[src/rtl/pim_cmp_pkg.sv]
// Shared types for the PIM bit-serial compare blocks: FSM states, result record, stats width.
package pim_cmp_pkg;

  typedef enum logic [1:0] {
    IDLE,
    SHIFT,
    DONE
  } cmp_state_t;

  localparam int unsigned STAT_W = 16;

  typedef struct packed {
    logic lt;
    logic eq;
    logic gt;
  } cmp_res_t;

endpackage

[src/rtl/lt_int_bitserial_if.sv]
// Handshake bundle for the bit-serial comparator: start/beat input side and result output side.
interface lt_int_bitserial_if;
  logic start;
  logic signed_mode;
  logic in_valid;
  logic in_ready;
  logic a_bit;
  logic b_bit;
  logic out_valid;
  logic out_ready;
  logic lt;
  logic eq;
  logic gt;
  logic busy;

  modport master (
    output start, signed_mode, in_valid, a_bit, b_bit, out_ready,
    input  in_ready, out_valid, lt, eq, gt, busy
  );

  modport slave (
    input  start, signed_mode, in_valid, a_bit, b_bit, out_ready,
    output in_ready, out_valid, lt, eq, gt, busy
  );
endinterface

[src/rtl/bitserial_cmp_cell.sv]
// One LSB-first compare step: folds a bit pair into the running lt/eq accumulators.
module bitserial_cmp_cell (
  input  logic a_bit,
  input  logic b_bit,
  input  logic is_msb,
  input  logic signed_mode,
  input  logic lt_acc,
  input  logic eq_acc,
  output logic lt_nxt,
  output logic eq_nxt
);

  always_comb begin
    lt_nxt = lt_acc;
    eq_nxt = eq_acc;
    if (a_bit != b_bit) begin
      // In two's complement the MSB carries negative weight, so a set A sign bit means A < B.
      lt_nxt = (is_msb && signed_mode) ? a_bit : b_bit;
      eq_nxt = 1'b0;
    end
  end

endmodule

[src/rtl/lt_int_bitserial.sv]
// Bit-serial signed/unsigned comparator: WIDTH LSB-first beats in, one lt/eq/gt result out.
// Optional saturating result counters when LT_INT_BITSERIAL_STATS_EN is defined.
module lt_int_bitserial
  import pim_cmp_pkg::*;
#(
  parameter int unsigned WIDTH = 32,
  parameter int unsigned CNT_W = $clog2(WIDTH)
) (
  input  logic                clk,
  input  logic                rst_n,
  lt_int_bitserial_if.slave   bus
`ifdef LT_INT_BITSERIAL_STATS_EN
  ,
  output logic [STAT_W-1:0]   stat_cnt,
  output logic [STAT_W-1:0]   stat_lt_cnt
`endif
);

  cmp_state_t       state_q;
  logic [CNT_W-1:0] cnt_q;
  logic             signed_q;
  logic             lt_acc_q;
  logic             eq_acc_q;
  logic             in_ready_q;
  logic             out_valid_q;
  logic             busy_q;
  cmp_res_t         res_q;

  logic is_msb;
  logic lt_nxt;
  logic eq_nxt;

  assign is_msb = (cnt_q == CNT_W'(WIDTH - 1));

  bitserial_cmp_cell u_cell (
    .a_bit       (bus.a_bit),
    .b_bit       (bus.b_bit),
    .is_msb      (is_msb),
    .signed_mode (signed_q),
    .lt_acc      (lt_acc_q),
    .eq_acc      (eq_acc_q),
    .lt_nxt      (lt_nxt),
    .eq_nxt      (eq_nxt)
  );

  always_ff @(posedge clk) begin
    if (!rst_n) begin
      state_q     <= IDLE;
      cnt_q       <= '0;
      signed_q    <= 1'b0;
      lt_acc_q    <= 1'b0;
      eq_acc_q    <= 1'b1;
      in_ready_q  <= 1'b0;
      out_valid_q <= 1'b0;
      busy_q      <= 1'b0;
      res_q       <= '0;
    end else begin
      unique case (state_q)
        IDLE: begin
          if (bus.start) begin
            state_q    <= SHIFT;
            signed_q   <= bus.signed_mode;
            cnt_q      <= '0;
            lt_acc_q   <= 1'b0;
            eq_acc_q   <= 1'b1;
            in_ready_q <= 1'b1;
            busy_q     <= 1'b1;
          end
        end
        SHIFT: begin
          if (bus.in_valid) begin
            lt_acc_q <= lt_nxt;
            eq_acc_q <= eq_nxt;
            if (is_msb) begin
              state_q     <= DONE;
              in_ready_q  <= 1'b0;
              out_valid_q <= 1'b1;
              res_q       <= '{lt: lt_nxt, eq: eq_nxt, gt: ~lt_nxt & ~eq_nxt};
            end else begin
              // Counter holds on the MSB beat so it never wraps.
              cnt_q <= cnt_q + 1'b1;
            end
          end
        end
        DONE: begin
          if (bus.out_ready) begin
            state_q     <= IDLE;
            out_valid_q <= 1'b0;
            busy_q      <= 1'b0;
            res_q       <= '0;
          end
        end
        default: state_q <= IDLE;
      endcase
    end
  end

  assign bus.in_ready  = in_ready_q;
  assign bus.out_valid = out_valid_q;
  assign bus.busy      = busy_q;
  assign bus.lt        = res_q.lt;
  assign bus.eq        = res_q.eq;
  assign bus.gt        = res_q.gt;

`ifdef LT_INT_BITSERIAL_STATS_EN
  logic [STAT_W-1:0] stat_cnt_q;
  logic [STAT_W-1:0] stat_lt_cnt_q;
  logic              res_hs;

  assign res_hs = (state_q == DONE) && bus.out_ready;

  always_ff @(posedge clk) begin
    if (!rst_n) begin
      stat_cnt_q    <= '0;
      stat_lt_cnt_q <= '0;
    end else if (res_hs) begin
      if (stat_cnt_q != '1) stat_cnt_q <= stat_cnt_q + 1'b1;
      if (res_q.lt && (stat_lt_cnt_q != '1)) stat_lt_cnt_q <= stat_lt_cnt_q + 1'b1;
    end
  end

  assign stat_cnt    = stat_cnt_q;
  assign stat_lt_cnt = stat_lt_cnt_q;
`endif

endmodule

[src/flat_wrapper.sv]
// flat-port wrapper written by rule: the top's interface ports become plain ports
module lt_int_bitserial_flat import pim_cmp_pkg::*;
#(
  parameter int unsigned WIDTH = 32,
  parameter int unsigned CNT_W = $clog2(WIDTH)
)
  (clk, rst_n, bus_start, bus_signed_mode, bus_in_valid, bus_a_bit, bus_b_bit, bus_out_ready, bus_in_ready, bus_out_valid, bus_lt, bus_eq, bus_gt, bus_busy);
  lt_int_bitserial_if bus_i ();
  input  logic clk;
  input  logic rst_n;
  input wire logic [$bits(bus_i.start)-1:0] bus_start;
  input wire logic [$bits(bus_i.signed_mode)-1:0] bus_signed_mode;
  input wire logic [$bits(bus_i.in_valid)-1:0] bus_in_valid;
  input wire logic [$bits(bus_i.a_bit)-1:0] bus_a_bit;
  input wire logic [$bits(bus_i.b_bit)-1:0] bus_b_bit;
  input wire logic [$bits(bus_i.out_ready)-1:0] bus_out_ready;
  output wire logic [$bits(bus_i.in_ready)-1:0] bus_in_ready;
  output wire logic [$bits(bus_i.out_valid)-1:0] bus_out_valid;
  output wire logic [$bits(bus_i.lt)-1:0] bus_lt;
  output wire logic [$bits(bus_i.eq)-1:0] bus_eq;
  output wire logic [$bits(bus_i.gt)-1:0] bus_gt;
  output wire logic [$bits(bus_i.busy)-1:0] bus_busy;
  assign bus_i.start = bus_start;
  assign bus_i.signed_mode = bus_signed_mode;
  assign bus_i.in_valid = bus_in_valid;
  assign bus_i.a_bit = bus_a_bit;
  assign bus_i.b_bit = bus_b_bit;
  assign bus_i.out_ready = bus_out_ready;
  assign bus_in_ready = bus_i.in_ready;
  assign bus_out_valid = bus_i.out_valid;
  assign bus_lt = bus_i.lt;
  assign bus_eq = bus_i.eq;
  assign bus_gt = bus_i.gt;
  assign bus_busy = bus_i.busy;
  lt_int_bitserial #(.WIDTH(WIDTH), .CNT_W(CNT_W)) u_core (.clk(clk), .rst_n(rst_n), .bus(bus_i));
endmodule
[config.mk]
export PLATFORM = sky130hd
export DESIGN_NAME = lt_int_bitserial_flat
export DESIGN_NICKNAME = d
export VERILOG_FILES = /design/src/rtl/pim_cmp_pkg.sv /design/src/rtl/lt_int_bitserial_if.sv /design/src/rtl/bitserial_cmp_cell.sv /design/src/rtl/lt_int_bitserial.sv /design/src/flat_wrapper.sv
export SDC_FILE = /design/constraint.sdc
export NUM_CORES = 1
export LEC_CHECK = 0
export BUFFER_PORTS_ARGS = -buffer_cell sky130_fd_sc_hd__buf_2
export CAP_MARGIN = 20
export CORE_UTILIZATION = 40
export DETAILED_ROUTE_END_ITERATION = 7
export PLACE_DENSITY = 0.7
export SYNTH_ARGS = -nofsm -noshare
export SYNTH_HDL_FRONTEND = slang
export SYNTH_SLANG_ARGS = --single-unit
[constraint.sdc]
create_clock -name clk -period 2 [get_ports clk]
set_input_delay 0.2 -clock clk [delete_from_list [all_inputs] [get_ports clk]]
set_output_delay 0.2 -clock clk [all_outputs]
set_load 0.01 [all_outputs]
# Word-level counts from Yosys, hierarchy flattened
# Cells that the tools add are included.
[totals]
ff_bits = 16
mem_bits_rw = 0
latchBits = 0
n_memories = 0
output_inout_bits = 6
romBits = 0
wordCells = 66
[op_classes]
n_div = 0
n_lt_le_gt_ge = 0
n_addsub = 1
reduce_logical = 12
bitwise_logic = 3
eq_ne = 9
mul = 0
mux = 30
shifts = 0
[op_table]
columns = ["operator", "n"]
rows = [
  ["4-bit AND reduction", 4],
  ["5-bit two-way mux", 3],
  ["1-bit two-way mux", 12],
  ["2-bit != test (second input constant)", 5],
  ["1-bit one-hot mux with 2 select lines", 5],
  ["5-bit one-hot mux with 2 select lines", 1],
  ["3-bit two-way mux", 3],
  ["2-bit two-way mux", 4],
  ["2-bit one-hot mux with 3 select lines", 1],
  ["3-bit one-hot mux with 2 select lines", 1],
  ["3-bit AND reduction", 2],
  ["2-bit nonzero test", 3],
  ["5-bit by 1-bit adder with 5-bit output (second input constant)", 1],
  ["5-bit == test (second input constant)", 1],
  ["2-bit by 1-bit == test with 1-bit output (second input constant)", 1],
  ["2-bit == test (second input constant)", 1],
  ["2-bit zero test", 1],
  ["1-bit NOT", 2],
  ["2-bit AND reduction", 1],
  ["1-bit AND", 1],
  ["1-bit logical AND", 1],
  ["1-bit != test", 1],
]

# Depth between registers and ports, before layout
# Gate-level depths: netlist of run 1.
[depth]
depth_word = 9
depth_mapped = 7
ltp_nobuf = 7

# Modules after synthesis
# From an unflattened synthesis of run 1, not the netlist that was laid out.
[unflattened]
hier_cells = 82
area_unflattened_um2 = 792.0
[modules_own_cells]
columns = ["module", "instances", "area_per_inst_um2", "cells_each"]
rows = [
  ["lt_int_bitserial", 1, 743.2, 75],
  ["bitserial_cmp_cell", 1, 48.8, 7],
]

# Worst setup path before layout of run 1
# OpenSTA, ideal clock, no wires.
[synth_path]
path_type = "reg-to-reg"
startpoint = "reg u_core.cnt_q[0]"
endpoint = "reg u_core.cnt_q[3]"
setup_ns = 0.070
path_stages_with_launch = 8
arrival_ns = 1.779
slack_ns = 0.152
path_buffers = 0
t_required_ns = 1.930
path_cell_list = "dfxtp_1 > ha_1 > and3_1 > ha_1 > and4bb_2 > nor2_2 > or3_1 > a21oi_1"
[synth_via]
elab_chain_len = 4
word_cells_on_any_way = 7
[synth_lines]
columns = ["element", "line_no", "rtl"]
rows = [
  ["start: declaration", "lt_int_bitserial.sv:20", "logic [CNT_W-1:0] cnt_q;"],
  ["start signal: assignment", "lt_int_bitserial.sv:81", "cnt_q <= cnt_q + 1'b1;"],
  ["5-bit by 1-bit adder with 5-bit output", "lt_int_bitserial.sv:81", ""],
  ["5-bit two-way mux", "lt_int_bitserial.sv:74", "if (is_msb) begin"],
  ["5-bit two-way mux", "lt_int_bitserial.sv:71", "if (bus.in_valid) begin"],
  ["5-bit one-hot mux with 2 select lines", "lt_int_bitserial.sv:58", "unique case (state_q)"],
]
# Parallel ways exist; a longest one is shown, timed or not. The select of a mux whose other input is x is not followed.
# A chain may end at the register's enable or synchronous reset.

# Worst setup path in the final report of run 1
# Ends and elaborated chain as after synthesis.

==> flow_results.xml, run 1 <==
<?xml version="1.0" encoding="UTF-8"?>
<metrics>
  <group name="floorplan">
    <metric name="design.die.area" unit="um2">2087</metric>
    <metric name="chipHeight" unit="um">45.68</metric>
    <metric name="initial_core_util" unit="">0.4326</metric>
    <metric name="core-area" unit="um2">1764</metric>
    <metric name="ioPinCount" unit="">14</metric>
    <metric name="placement_rows" unit="">15</metric>
    <metric name="chipWidth" unit="um">45.68</metric>
  </group>
  <group name="sta">
    <metric name="layout_worst_path_cycle_share" unit="">0.9244</metric>
    <metric name="period_needed" unit="ps">1849</metric>
    <metric name="max_freq" unit="MHz">540.9</metric>
    <metric name="setup_viol" unit="">0</metric>
    <metric name="slew_headroom" unit="">0.7316</metric>
    <metric name="tightestPinTransition" unit="ps">399.2</metric>
    <metric name="final.setup_skew" unit="ps">1.002</metric>
    <metric name="final-max-slew-violation-count" unit="">0</metric>
    <metric name="grt_setup_unrepaired" unit="">no</metric>
    <metric name="timing_hold_violations_final" unit="">0</metric>
    <metric name="fin_setup_tns" unit="ps">0</metric>
  </group>
  <group name="global_route">
    <metric name="largest_net_degree_at_the_start_of_global_routing" unit="">19</metric>
    <metric name="grt.total_usage" unit="">0.1667</metric>
    <metric name="antenna_found_initial" unit="">0</metric>
    <metric name="grt_first_pass_wirelength" unit="mm">2.359</metric>
    <metric name="grt_overflow_total" unit="">0</metric>
    <metric name="grt_pass1_vias" unit="">542</metric>
  </group>
  <group name="clock_tree">
    <metric name="depth_of_the_cts_h_tree" unit="">1</metric>
    <metric name="ctsLongestPathBuffers" unit="">2</metric>
    <metric name="post_cts_hold_buffer_count" unit="">0</metric>
    <metric name="cts_buffers" unit="">3</metric>
    <metric name="cts_resized" unit="">0</metric>
    <metric name="cts.clk_slew.worst_paths" unit="ps">90</metric>
    <metric name="clk_root_buffer_cell" unit="">sky130_fd_sc_hd__clkbuf_4</metric>
    <metric name="clock_insertion_delay_worst_skew" unit="ps">280</metric>
    <metric name="tritoncts_num_sinks" unit="">16</metric>
    <metric name="tritoncts" unit="">yes</metric>
  </group>
  <group name="run_status">
    <metric name="outcome" unit="">complete, no violations</metric>
  </group>
  <group name="cells_and_area">
    <metric name="drive_above_1_share" unit="">0.2143</metric>
    <metric name="finish.net_count" unit="">110</metric>
    <metric name="diodes" unit="">0</metric>
    <metric name="total_area_of_sequential_cells" unit="um2">320.3</metric>
    <metric name="layout.cells.non_filler" unit="">123</metric>
    <metric name="multi_input_comb_area" unit="um2">416.7</metric>
    <metric name="filler_cell_count" unit="">194</metric>
    <metric name="final_util" unit="">0.4936</metric>
    <metric name="syn_to_final_growth" unit="%">14.10</metric>
  </group>
  <group name="yosys">
    <metric name="synth_cell_type_count" unit="">27</metric>
    <metric name="synth_area" unit="um2">763.2</metric>
    <metric name="register_area_share_after_synthesis" unit="">0.4197</metric>
    <metric name="synthesized_area_per_cell" unit="um2">9.196</metric>
    <metric name="yosys_register_bits" unit="">16</metric>
    <metric name="syn_inst" unit="">83</metric>
    <metric name="synth.net_count" unit="">93</metric>
    <metric name="yosysWarningCount" unit="">0</metric>
  </group>
  <group name="pwr">
    <metric name="internal-power" unit="mW">0.4278</metric>
    <metric name="power_density" unit="nW/um2">652.4</metric>
    <metric name="seq_power_share" unit="">0.591</metric>
    <metric name="netsw" unit="mW">0.1403</metric>
    <metric name="power_leakage" unit="nW">0.3517</metric>
    <metric name="power.clock.fraction" unit="">0.297</metric>
    <metric name="comb_power_share" unit="">0.112</metric>
    <metric name="net_switching_fraction_of_the_power" unit="">0.2469</metric>
    <metric name="ir_worst_vdd" unit="mV">0.4304</metric>
  </group>
  <group name="drt">
    <metric name="drt_first_iter_violations" unit="">20</metric>
    <metric name="via_count" unit="">621</metric>
    <metric name="detail_route.wirelength" unit="mm">1.402</metric>
    <metric name="drt-pass1-iter-count" unit="">2</metric>
    <metric name="drc" unit="">0</metric>
    <metric name="ant_nets" unit="">0</metric>
    <metric name="vias_per_cell" unit="">5.049</metric>
    <metric name="routedWlPerCell" unit="um">11.40</metric>
  </group>
  <group name="setup_path">
    <metric name="crit_path_max_incr_delay" unit="ps">350</metric>
    <metric name="critPathKind" unit="">register to register</metric>
    <metric name="timing.critical_path.arrival" unit="ps">2070</metric>
    <metric name="worst_r2r_path_depth" unit="">7</metric>
    <metric name="critical_path.max_fanout" unit="">5</metric>
    <metric name="crit_path_frequent_cell" unit="">sky130_fd_sc_hd__ha_1</metric>
    <metric name="regToRegStartpoint" unit="">u_core.cnt_q[0]</metric>
    <metric name="cp.required" unit="ps">2220</metric>
    <metric name="crit_chain" unit="">ha_1 &gt; and3_1 &gt; ha_1 &gt; and4bb_2 &gt; nor2_2 &gt; or3_1 &gt; a21oi_1</metric>
    <metric name="reg2reg_slack" unit="ps">150</metric>
    <metric name="endpoint_kind" unit="">register</metric>
    <metric name="cpMaxStageDelayCell" unit="">sky130_fd_sc_hd__or3_1</metric>
    <metric name="critical_path.reg2reg.endpoint" unit="">u_core.cnt_q[3]</metric>
    <metric name="critPathLaunchType" unit="">register</metric>
  </group>
  <group name="min_path">
    <metric name="hold_path.class" unit="">input port to register</metric>
    <metric name="hold_path_depth" unit="">3</metric>
    <metric name="holdCritStartpoint" unit="">bus_signed_mode</metric>
    <metric name="holdPathEnd" unit="">u_core.signed_q</metric>
  </group>
  <group name="placement">
    <metric name="hpwlAfterDp" unit="mm">1.046</metric>
    <metric name="gp_congestion" unit="">0.7834</metric>
    <metric name="numPlacedInstances" unit="">119</metric>
    <metric name="port_buffers" unit="">13</metric>
  </group>
  <group name="run">
    <metric name="drv_cap" unit="">0</metric>
  </group>
</metrics>
## worst max-delay path by stage
stage / startpoint / to / slack, ps / cells past startpoint
after CTS: u_core.cnt_q[0] / u_core.cnt_q[3] / 90 / 7
after floorplan: u_core.cnt_q[0] / u_core.cnt_q[3] / 150 / 7
after global placement: u_core.cnt_q[0] / u_core.cnt_q[3] / 170 / 7
after global routing: u_core.cnt_q[0] / u_core.cnt_q[3] / 30 / 7
final: u_core.cnt_q[0] / u_core.cnt_q[3] / 150 / 7
after detailed placement: u_core.cnt_q[0] / u_core.cnt_q[3] / 110 / 7
## state kept, by name, indices dropped and copies added (netlist names)
signal	flops
u_core.bus.gt	1
u_core.bus.busy	1
u_core.bus.out_valid	1
u_core.lt_acc_q	1
u_core.cnt_q	5
u_core.bus.lt	1
u_core.state_q	2
u_core.signed_q	1
u_core.eq_acc_q	1
u_core.bus.in_ready	1
u_core.bus.eq	1
## cells in the mapped netlist
library cell	count	share of area
sky130_fd_sc_hd__a21boi_0	2	0.020
sky130_fd_sc_hd__a21oi_1	5	0.033
sky130_fd_sc_hd__a22oi_1	2	0.020
sky130_fd_sc_hd__and3_1	2	0.016
sky130_fd_sc_hd__and4bb_2	1	0.016
sky130_fd_sc_hd__buf_6	2	0.030
sky130_fd_sc_hd__clkbuf_1	1	0.0049
sky130_fd_sc_hd__dfxtp_1	16	0.42
sky130_fd_sc_hd__ha_1	2	0.033
sky130_fd_sc_hd__mux2i_1	3	0.039
sky130_fd_sc_hd__nand2_1	11	0.054
sky130_fd_sc_hd__nand2b_1	1	0.0082
sky130_fd_sc_hd__nand3_1	3	0.020
sky130_fd_sc_hd__nand3b_1	1	0.0098
sky130_fd_sc_hd__nor2_1	2	0.0098
sky130_fd_sc_hd__nor2_2	1	0.0082
sky130_fd_sc_hd__nor2b_1	10	0.082
sky130_fd_sc_hd__nor3_1	2	0.013
sky130_fd_sc_hd__nor3b_1	6	0.059
sky130_fd_sc_hd__nor3b_4	1	0.025
sky130_fd_sc_hd__o21ai_0	3	0.020
sky130_fd_sc_hd__o22ai_1	1	0.0082
sky130_fd_sc_hd__o2bb2ai_1	1	0.011
sky130_fd_sc_hd__o31ai_1	1	0.0098
sky130_fd_sc_hd__o32ai_1	1	0.011
sky130_fd_sc_hd__or3_1	1	0.0082
sky130_fd_sc_hd__xor2_1	1	0.011
## critical path, delay by kind of cell, from the launching register on
kind,cells,cell delay (ps)
AND/OR/NAND/NOR,4,900
flip-flops,1,340
AO/OA/AOI/OAI,1,140
adder cells (fa/ha/maj),2,390
## per-stage QoR
stage | setup slack (ps) | power, mW | hold WS, ps | instance area (um2)
6_report | 151.2 | 0.5681 | 171.6 | 870.8
5_1_grt | 34.48 | 0.5981 | 174.3 | 870.8
4_1_cts | 89.21 | 0.5747 | 164.6 | 863.3
3_5_place_dp | 112.4 | 0.4048 | 458.9 | 840.8
3_3_place_gp | 173.6 | 0.4034 | 451.8 | 840.8
2_1_floorplan | 151.7 | 0.3875 | 350.8 | 763.2
## power by group through the flow
stage,Clock [mW],Combinational [mW],Sequential (mW)
after global routing,0.189,0.0715,0.337
after floorplan,0,0.0469,0.341
after detailed placement,0,0.0618,0.343
after CTS,0.177,0.0625,0.336
final,0.169,0.0635,0.336
after global placement,0,0.0611,0.342
## what timing repair did
item                       in CTS  in global routing
hold endpoints to repair        0                  0
setup endpoints to repair       0                  1
buffers inserted                0                  1
## layout make-up
type	instances	share of cell area
Clock buffer	3	0.02586
Multi-Input combinational cell	64	0.4784
Sequential cell	16	0.3678
Tap cell	25	0.03592
Timing Repair Buffer	15	0.09195
## cells in the final DEF (no fill, tap or decap), drive strengths merged
master   netlist  routed
a22oi          2       2
o2bb2ai        1       1
nor3b          7       7
mux2i          3       3
o31ai          1       1
nor2           3       3
o32ai          1       1
a21oi          5       5
o21ai          3       3
ha             2       2
clkbuf         1       3
or3            1       1
and3           2       2
a21boi         2       2
nand2         11      11
buf            2      15
and4bb         1       1
nand2b         1       1
o22ai          1       1
xor2           1       1
dfxtp         16      16
nor3           2       2
nor2b         10      10
nand3b         1       1
nand3          3       3
## layer usage
metal,GRT usage,part of all wire,up-vias
met5,0,0,-
met4,0.1273,0.020,0
met3,0.03571,0.037,4
met2,0.2057,0.42,11
met1,0.2450,0.52,281
li1,-,-,325
## logic make-up (layout without fill, tap and decap cells)
kind of cell | after synthesis | in the layout | share of synthesized area
AOI/OAI and AO/OA | 16 | 16 | 0.1328
xor gates and xnor gates | 1 | 1 | 0.01148
adders and majority gates | 2 | 2 | 0.03278
buffers and inverters | 3 | 18 | 0.03442
DFF | 16 | 16 | 0.4197
muxes | 3 | 3 | 0.03935
and+or+nand+nor | 42 | 42 | 0.3295
Power figures use the tool's default switching activity.
==> inputs of run 2 (changes only) <==
--- a/config.mk
+++ b/config.mk
@@ -9,7 +9,8 @@
 export CAP_MARGIN = 20
 export CORE_UTILIZATION = 40
 export DETAILED_ROUTE_END_ITERATION = 7
-export PLACE_DENSITY = 0.7
+export PLACE_DENSITY = 0.69
 export SYNTH_ARGS = -nofsm -noshare
 export SYNTH_HDL_FRONTEND = slang
+export SYNTH_HIERARCHICAL = 1
 export SYNTH_SLANG_ARGS = --single-unit
==> run 2 against run 1 <==
Compared with the run above:
- non-clock buffer count fell by 2
- cell area increased by 4.3%
- hold slack lost 34 ps
==> flow_results.xml, run 2 <==
<?xml version="1.0" encoding="UTF-8"?>
<metrics>
  <group name="yosys">
    <metric name="synth_edf_count" unit="">0</metric>
    <metric name="synth_top_area_frac" unit="">0.4044</metric>
    <metric name="syn_inst" unit="">82</metric>
    <metric name="async_set_or_reset_register_ratio_after_synthesis" unit="">0</metric>
    <metric name="yosys_most_used_dff" unit="">sky130_fd_sc_hd__dfxtp_1</metric>
    <metric name="synth_area" unit="um2">792.0</metric>
    <metric name="yosys_register_bits" unit="">16</metric>
    <metric name="top_cells_by_area_synth" unit="">sky130_fd_sc_hd__dfxtp_1 40%, sky130_fd_sc_hd__a22o_1 4.4%, sky130_fd_sc_hd__a21oi_1 3.8%, sky130_fd_sc_hd__mux2i_1 3.8%, sky130_fd_sc_hd__o21ai_0 3.8%</metric>
    <metric name="most_frequent_cells_after_synthesis" unit="">16 x sky130_fd_sc_hd__dfxtp_1, 6 x sky130_fd_sc_hd__a21oi_1, 6 x sky130_fd_sc_hd__o21ai_0</metric>
    <metric name="synth_cell_type_count" unit="">36</metric>
    <metric name="yosysWarningCount" unit="">6</metric>
    <metric name="register_area_share_after_synthesis" unit="">0.4044</metric>
    <metric name="synth_largest_area_cell" unit="">sky130_fd_sc_hd__dfxtp_1</metric>
    <metric name="synthesized_area_per_cell" unit="um2">9.659</metric>
    <metric name="yosysMostFrequentCell" unit="">sky130_fd_sc_hd__dfxtp_1</metric>
    <metric name="synth.net_count" unit="">92</metric>
  </group>
  <group name="drt">
    <metric name="vias_per_cell" unit="">5.508</metric>
    <metric name="drt-pass1-iter-count" unit="">4</metric>
    <metric name="drt_first_iter_violations" unit="">15</metric>
    <metric name="ant_nets" unit="">0</metric>
    <metric name="detail_route.wirelength" unit="mm">1.610</metric>
    <metric name="via_count" unit="">672</metric>
    <metric name="drc" unit="">0</metric>
    <metric name="routedWlPerCell" unit="um">13.20</metric>
  </group>
  <group name="pwr">
    <metric name="internal-power" unit="mW">0.4712</metric>
    <metric name="net_switching_fraction_of_the_power" unit="">0.2464</metric>
    <metric name="power.clock.fraction" unit="">0.346</metric>
    <metric name="comb_power_share" unit="">0.112</metric>
    <metric name="netsw" unit="mW">0.1541</metric>
    <metric name="seq_power_share" unit="">0.543</metric>
    <metric name="power.total" unit="mW">0.6253</metric>
    <metric name="power_density" unit="nW/um2">688.4</metric>
    <metric name="ir_worst_vdd" unit="mV">0.4564</metric>
    <metric name="power_leakage" unit="nW">0.3813</metric>
  </group>
  <group name="placement">
    <metric name="port_buffers" unit="">13</metric>
    <metric name="hpwlAfterDp" unit="mm">1.193</metric>
    <metric name="place_area" unit="um2">872.1</metric>
    <metric name="gp_congestion" unit="">0.7661</metric>
  </group>
  <group name="setup_path">
    <metric name="worst_r2r_path_depth" unit="">6</metric>
    <metric name="endpoint_kind" unit="">register</metric>
    <metric name="timing.critical_path.arrival" unit="ps">1950</metric>
    <metric name="critical_path.max_fanout" unit="">7</metric>
    <metric name="critical_path.reg2reg.endpoint" unit="">u_core/cnt_q[4]</metric>
    <metric name="reg2reg_slack" unit="ps">240</metric>
    <metric name="timing.critical_path.buf_inv" unit="">0</metric>
    <metric name="crit_path_frequent_cell" unit="">sky130_fd_sc_hd__ha_1</metric>
    <metric name="critPathLaunchType" unit="">register</metric>
    <metric name="crit_chain" unit="">ha_1 &gt; and3_1 &gt; ha_1 &gt; and3b_1 &gt; o21ai_0 &gt; a32o_1</metric>
    <metric name="critPathKind" unit="">register to register</metric>
    <metric name="cp.required" unit="ps">2190</metric>
    <metric name="kind_of_cell_adding_the_most_delay_to_the_critical_path" unit="">adder cells</metric>
    <metric name="regToRegStartpoint" unit="">u_core/cnt_q[0]</metric>
    <metric name="crit_path_max_incr_delay" unit="ps">330</metric>
    <metric name="cpMaxStageDelayCell" unit="">sky130_fd_sc_hd__dfxtp_1</metric>
  </group>
  <group name="cells_and_area">
    <metric name="drive_above_1_share" unit="">0.2371</metric>
    <metric name="regMostFlops" unit="">u_core/cnt_q</metric>
    <metric name="reg_top3" unit="">u_core/cnt_q (5), u_core/state_q (2)</metric>
    <metric name="layout_common_cells" unit="">16 x sky130_fd_sc_hd__dfxtp_1, 13 x sky130_fd_sc_hd__buf_2, 6 x sky130_fd_sc_hd__a21oi_1, 6 x sky130_fd_sc_hd__o21ai_0</metric>
    <metric name="number_of_flip_flops_in_the_largest_register" unit="">5</metric>
    <metric name="final_design_area_no_fill" unit="um2">908.4</metric>
    <metric name="total_area_of_sequential_cells" unit="um2">320.3</metric>
    <metric name="multi_input_comb_area" unit="um2">430.4</metric>
    <metric name="mostFrequentLayoutCell" unit="">sky130_fd_sc_hd__dfxtp_1</metric>
    <metric name="filler_cell_count" unit="">175</metric>
    <metric name="syn_to_final_growth" unit="%">14.69</metric>
    <metric name="diodes" unit="">0</metric>
    <metric name="finish.net_count" unit="">108</metric>
  </group>
  <group name="sta">
    <metric name="max_freq" unit="MHz">567.6</metric>
    <metric name="finalHoldWorstSlack" unit="ps">137.4</metric>
    <metric name="period_needed" unit="ps">1762</metric>
    <metric name="grt_setup_unrepaired" unit="">no</metric>
    <metric name="final.setup_skew" unit="ps">6.551</metric>
    <metric name="fin_setup_tns" unit="ps">0</metric>
    <metric name="timing_hold_violations_final" unit="">0</metric>
    <metric name="final-max-slew-violation-count" unit="">0</metric>
    <metric name="setup_viol" unit="">0</metric>
    <metric name="tightestPinTransition" unit="ps">429.3</metric>
    <metric name="slew_headroom" unit="">0.7134</metric>
    <metric name="layout_worst_path_cycle_share" unit="">0.8810</metric>
  </group>
  <group name="global_route">
    <metric name="largest_net_degree_at_the_start_of_global_routing" unit="">14</metric>
    <metric name="grt_pass1_vias" unit="">594</metric>
    <metric name="grt.total_usage" unit="">0.1750</metric>
    <metric name="grt_overflow_total" unit="">0</metric>
    <metric name="grt_first_pass_wirelength" unit="mm">2.594</metric>
    <metric name="antenna_found_initial" unit="">0</metric>
  </group>
  <group name="clock_tree">
    <metric name="post_cts_hold_buffer_count" unit="">0</metric>
    <metric name="tritoncts" unit="">yes</metric>
    <metric name="clock_insertion_delay_worst_skew" unit="ps">300</metric>
    <metric name="cts.clk_slew.worst_paths" unit="ps">90</metric>
    <metric name="depth_of_the_cts_h_tree" unit="">1</metric>
    <metric name="clk_root_buffer_cell" unit="">sky130_fd_sc_hd__clkbuf_4</metric>
    <metric name="cts_resized" unit="">0</metric>
    <metric name="cts_setup_buffers" unit="">0</metric>
    <metric name="tritoncts_num_sinks" unit="">16</metric>
    <metric name="ctsLongestPathBuffers" unit="">2</metric>
    <metric name="cts_buffers" unit="">3</metric>
  </group>
  <group name="floorplan">
    <metric name="placement_rows" unit="">15</metric>
    <metric name="design.die.area" unit="um2">2162</metric>
    <metric name="core-area" unit="um2">1783</metric>
    <metric name="initial_core_util" unit="">0.4442</metric>
    <metric name="chipWidth" unit="um">46.50</metric>
    <metric name="ioPinCount" unit="">14</metric>
    <metric name="chipHeight" unit="um">46.50</metric>
  </group>
  <group name="min_path">
    <metric name="hold_path.class" unit="">input port to register</metric>
    <metric name="hold_path_depth" unit="">3</metric>
    <metric name="holdPathEnd" unit="">u_core/signed_q</metric>
    <metric name="holdCritStartpoint" unit="">bus_signed_mode</metric>
  </group>
  <group name="run_status">
    <metric name="outcome" unit="">complete, no violations</metric>
  </group>
  <group name="run">
    <metric name="drv_cap" unit="">0</metric>
  </group>
</metrics>
run 2: changes by cell type after synthesis, sizes merged, moves of 3 or more:
cell,previous run,this run
nand3,3,0
inv,0,6
nor2b,10,4
o21ai,3,6
nand2,11,3
nor3b,7,2
a22o,0,4
run 2: worst reg2reg max path, stage by stage, from the launching register on:
cell	delay (ps)
sky130_fd_sc_hd__dfxtp_1	330
sky130_fd_sc_hd__ha_1	220
sky130_fd_sc_hd__and3_1	180
sky130_fd_sc_hd__ha_1	240
sky130_fd_sc_hd__and3b_1	250
sky130_fd_sc_hd__o21ai_0	140
sky130_fd_sc_hd__a32o_1	290
run 2: metrics by stage:
stage	util	setup WS [ps]	instances
floorplan	-	374.9	82
finish	0.5095	238.1	122
global placement	0.4891	287.2	118
detailed placement	0.4891	244.5	118
global route	0.5095	90.39	122
CTS	0.5095	224.9	122
run 2: kinds of logic (layout without fill, tap and decap cells):
logic type | Yosys count | after routing | synth area share
compound gates | 27 | 27 | 0.2512
simple gates | 25 | 25 | 0.2117
flops | 16 | 16 | 0.4044
buf+inv | 8 | 23 | 0.05212
mux | 3 | 3 | 0.03792
fa+ha+maj | 2 | 2 | 0.03159
xor+xnor | 1 | 1 | 0.01106
run 2: power groups by stage:
stage | registers (mW) | clock network (mW) | logic (mW)
2_1_floorplan | 0.343 | 0 | 0.0474
3_3_place_gp | 0.346 | 0 | 0.0682
3_5_place_dp | 0.347 | 0 | 0.0701
4_1_cts | 0.340 | 0.227 | 0.0704
5_1_grt | 0.342 | 0.244 | 0.0773
6_report | 0.339 | 0.216 | 0.0699
run 2: worst max-delay path by stage:
stage / slack (ps) / to / depth (start not counted) / start
2_1_floorplan: 370 / u_core/cnt_q[1] / 6 / u_core/cnt_q[0]
3_3_place_gp: 290 / u_core/cnt_q[4] / 6 / u_core/cnt_q[0]
3_5_place_dp: 240 / u_core/cnt_q[4] / 6 / u_core/cnt_q[0]
4_1_cts: 220 / u_core/cnt_q[4] / 6 / u_core/cnt_q[0]
5_1_grt: 90 / u_core/lt_acc_q / 8 / u_core/cnt_q[0]
6_report: 240 / u_core/cnt_q[4] / 6 / u_core/cnt_q[0]
run 2: layer usage:
layer	vias up	GRT usage	wire length, um
li1	339	-	-
met1	313	0.2207	763
met2	17	0.2611	744
met3	3	0.07059	81
met4	0	0.07059	20
met5	-	0	0
run 2: layout make-up:
type	instances	share of cell area
repair buffers	13	0.07163
inverters	6	0.02755
clock buffers	4	0.03994
multi-input cells	58	0.4738
flip-flops and latches	16	0.3526
well taps	25	0.03444
==> inputs of run 3 (changes only) <==
--- a/config.mk
+++ b/config.mk
@@ -8,6 +8,7 @@
 export BUFFER_PORTS_ARGS = -buffer_cell sky130_fd_sc_hd__buf_2
 export CAP_MARGIN = 20
 export CORE_UTILIZATION = 40
+export CTS_BUF_LIST = sky130_fd_sc_hd__clkbuf_4
 export DETAILED_ROUTE_END_ITERATION = 7
 export PLACE_DENSITY = 0.69
 export SYNTH_ARGS = -nofsm -noshare
==> run 3 against run 2 <==
Compared with the run above:
- sequential share of layout area up 0.39 points
- largest cell class unchanged
- sequential power about the same
- clock skew down 0.72 ps
- register-to-register slack about the same
- cell area down 1.1%
==> flow_results.xml, run 3 (synthesis results as in run 2) <==
<?xml version="1.0" encoding="UTF-8"?>
<metrics>
  <group name="setup_path">
    <metric name="endpoint_kind" unit="">register</metric>
    <metric name="cpMaxStageDelayCell" unit="">sky130_fd_sc_hd__dfxtp_1</metric>
    <metric name="cp.required" unit="ps">2190</metric>
    <metric name="kind_of_cell_adding_the_most_delay_to_the_critical_path" unit="">adder cells</metric>
    <metric name="critical_path.max_fanout" unit="">7</metric>
    <metric name="critPathKind" unit="">register to register</metric>
    <metric name="crit_path_frequent_cell" unit="">sky130_fd_sc_hd__ha_1</metric>
    <metric name="cp.depth" unit="">6</metric>
    <metric name="critPathLaunchType" unit="">register</metric>
    <metric name="timing.critical_path.buf_inv" unit="">0</metric>
    <metric name="reg2reg_slack" unit="ps">240</metric>
    <metric name="worst_r2r_path_depth" unit="">6</metric>
    <metric name="crit_chain" unit="">ha_1 &gt; and3_1 &gt; ha_1 &gt; and3b_1 &gt; o21ai_0 &gt; a32o_1</metric>
    <metric name="crit_path_max_incr_delay" unit="ps">330</metric>
    <metric name="timing.critical_path.arrival" unit="ps">1950</metric>
  </group>
  <group name="placement">
    <metric name="numPlacedInstances" unit="">118</metric>
    <metric name="port_buffers" unit="">13</metric>
    <metric name="gp_congestion" unit="">0.7661</metric>
    <metric name="hpwlAfterDp" unit="mm">1.193</metric>
  </group>
  <group name="clock_tree">
    <metric name="depth_of_the_cts_h_tree" unit="">1</metric>
    <metric name="tritoncts_num_sinks" unit="">16</metric>
    <metric name="cts_buffers" unit="">3</metric>
    <metric name="tritoncts" unit="">yes</metric>
    <metric name="clk_root_buffer_cell" unit="">sky130_fd_sc_hd__clkbuf_4</metric>
    <metric name="clock_insertion_delay_worst_skew" unit="ps">290</metric>
    <metric name="ctsLongestPathBuffers" unit="">2</metric>
    <metric name="cts_setup_buffers" unit="">0</metric>
    <metric name="cts_resized" unit="">0</metric>
    <metric name="post_cts_hold_buffer_count" unit="">0</metric>
    <metric name="cts.clk_slew.worst_paths" unit="ps">90</metric>
  </group>
  <group name="drt">
    <metric name="drt_first_iter_violations" unit="">12</metric>
    <metric name="via_count" unit="">673</metric>
    <metric name="routedWlPerCell" unit="um">13.31</metric>
    <metric name="ant_nets" unit="">0</metric>
    <metric name="detail_route.wirelength" unit="mm">1.624</metric>
    <metric name="drc" unit="">0</metric>
    <metric name="vias_per_cell" unit="">5.516</metric>
    <metric name="drt-pass1-iter-count" unit="">4</metric>
  </group>
  <group name="global_route">
    <metric name="largest_net_degree_at_the_start_of_global_routing" unit="">14</metric>
    <metric name="grt_pass1_vias" unit="">587</metric>
    <metric name="grt_overflow_total" unit="">0</metric>
    <metric name="grt.total_usage" unit="">0.1742</metric>
    <metric name="antenna_found_initial" unit="">0</metric>
    <metric name="grt_first_pass_wirelength" unit="mm">2.573</metric>
  </group>
  <group name="floorplan">
    <metric name="initial_core_util" unit="">0.4442</metric>
    <metric name="chipHeight" unit="um">46.50</metric>
    <metric name="ioPinCount" unit="">14</metric>
    <metric name="placement_rows" unit="">15</metric>
    <metric name="design.die.area" unit="um2">2162</metric>
    <metric name="chipWidth" unit="um">46.50</metric>
    <metric name="core-area" unit="um2">1783</metric>
  </group>
  <group name="sta">
    <metric name="tightestPinTransition" unit="ps">431.0</metric>
    <metric name="grt_setup_unrepaired" unit="">no</metric>
    <metric name="timing_hold_violations_final" unit="">0</metric>
    <metric name="max_freq" unit="MHz">568.5</metric>
    <metric name="final-max-slew-violation-count" unit="">0</metric>
    <metric name="period_needed" unit="ps">1759</metric>
    <metric name="fin_setup_tns" unit="ps">0</metric>
    <metric name="setup_viol" unit="">0</metric>
    <metric name="final.setup_skew" unit="ps">5.827</metric>
    <metric name="layout_worst_path_cycle_share" unit="">0.8795</metric>
    <metric name="slew_headroom" unit="">0.7123</metric>
  </group>
  <group name="run">
    <metric name="drv_cap" unit="">0</metric>
  </group>
  <group name="pwr">
    <metric name="seq_power_share" unit="">0.580</metric>
    <metric name="netsw" unit="mW">0.1526</metric>
    <metric name="internal-power" unit="mW">0.4328</metric>
    <metric name="power.total" unit="mW">0.5854</metric>
    <metric name="power.clock.fraction" unit="">0.300</metric>
    <metric name="comb_power_share" unit="">0.119</metric>
    <metric name="power_density" unit="nW/um2">651.6</metric>
    <metric name="net_switching_fraction_of_the_power" unit="">0.2606</metric>
    <metric name="ir_worst_vdd" unit="mV">0.4493</metric>
    <metric name="power_leakage" unit="nW">0.3757</metric>
  </group>
  <group name="cells_and_area">
    <metric name="reg_top3" unit="">u_core/cnt_q (5), u_core/state_q (2)</metric>
    <metric name="regMostFlops" unit="">u_core/cnt_q</metric>
    <metric name="total_area_of_sequential_cells" unit="um2">320.3</metric>
    <metric name="drive_above_1_share" unit="">0.2268</metric>
    <metric name="layout_common_cells" unit="">16 x sky130_fd_sc_hd__dfxtp_1, 13 x sky130_fd_sc_hd__buf_2, 6 x sky130_fd_sc_hd__a21oi_1, 6 x sky130_fd_sc_hd__o21ai_0</metric>
    <metric name="multi_input_comb_area" unit="um2">430.4</metric>
    <metric name="number_of_flip_flops_in_the_largest_register" unit="">5</metric>
    <metric name="finish.net_count" unit="">108</metric>
    <metric name="mostFrequentLayoutCell" unit="">sky130_fd_sc_hd__dfxtp_1</metric>
    <metric name="layout.cells.non_filler" unit="">122</metric>
    <metric name="diodes" unit="">0</metric>
    <metric name="filler_cell_count" unit="">175</metric>
    <metric name="syn_to_final_growth" unit="%">13.43</metric>
  </group>
  <group name="min_path">
    <metric name="hold_path_depth" unit="">3</metric>
    <metric name="hold_path.class" unit="">input port to register</metric>
  </group>
  <group name="run_status">
    <metric name="outcome" unit="">complete, no violations</metric>
  </group>
</metrics>
-- run 3: worst paths after layout --
kind	from	end
worst max-delay path	u_core/cnt_q[0]	u_core/cnt_q[4]
worst min-delay path	bus_signed_mode	u_core/signed_q
worst max register to register	u_core/cnt_q[0]	u_core/cnt_q[4]
worst min register to register	u_core/bus.out_valid	u_core/bus.out_valid
-- run 3: tightest hold or removal path, stage by stage --
cell                      delay, ps
sky130_fd_sc_hd__buf_2           80
sky130_fd_sc_hd__mux2i_1         60
sky130_fd_sc_hd__nor2_1          70
-- run 3: power by group through the flow --
| stage | logic [mW] | registers, mW | clock network [mW] |
|---|---|---|---|
| 2_1_floorplan | 0.0474 | 0.343 | 0 |
| 4_1_cts | 0.0704 | 0.340 | 0.189 |
| 3_5_place_dp | 0.0701 | 0.347 | 0 |
| 5_1_grt | 0.0773 | 0.342 | 0.204 |
| 6_report | 0.0699 | 0.340 | 0.176 |
| 3_3_place_gp | 0.0682 | 0.346 | 0 |
-- run 3: through the flow --
step	setup slack (ps)	util	hold slack [ps]	instance area, um2
after CTS	224.9	0.5039	125.0	898.4
after floorplan	374.9	-	347.2	792.0
after detailed placement	244.5	0.4891	441.1	872.1
after global placement	287.2	0.4891	434.4	872.1
final	241.0	0.5039	141.9	898.4
after global routing	86.25	0.5039	151.6	898.4
-- run 3: area by class of cell --
type	count	share of cell area
Sequential cell	16	0.3565
Clock inverter	1	0.004178
Inverter	6	0.02786
Clock buffer	3	0.02507
Timing Repair Buffer	13	0.07242
Tap cell	25	0.03482
Multi-Input combinational cell	58	0.4791
-- run 3: metal layers --
layer,track usage,vias up,wire [um]
li1,-,340,-
met1,0.2207,314,781
met2,0.2583,17,753
met3,0.07059,2,73
met4,0.07059,0,15
met5,0,-,0
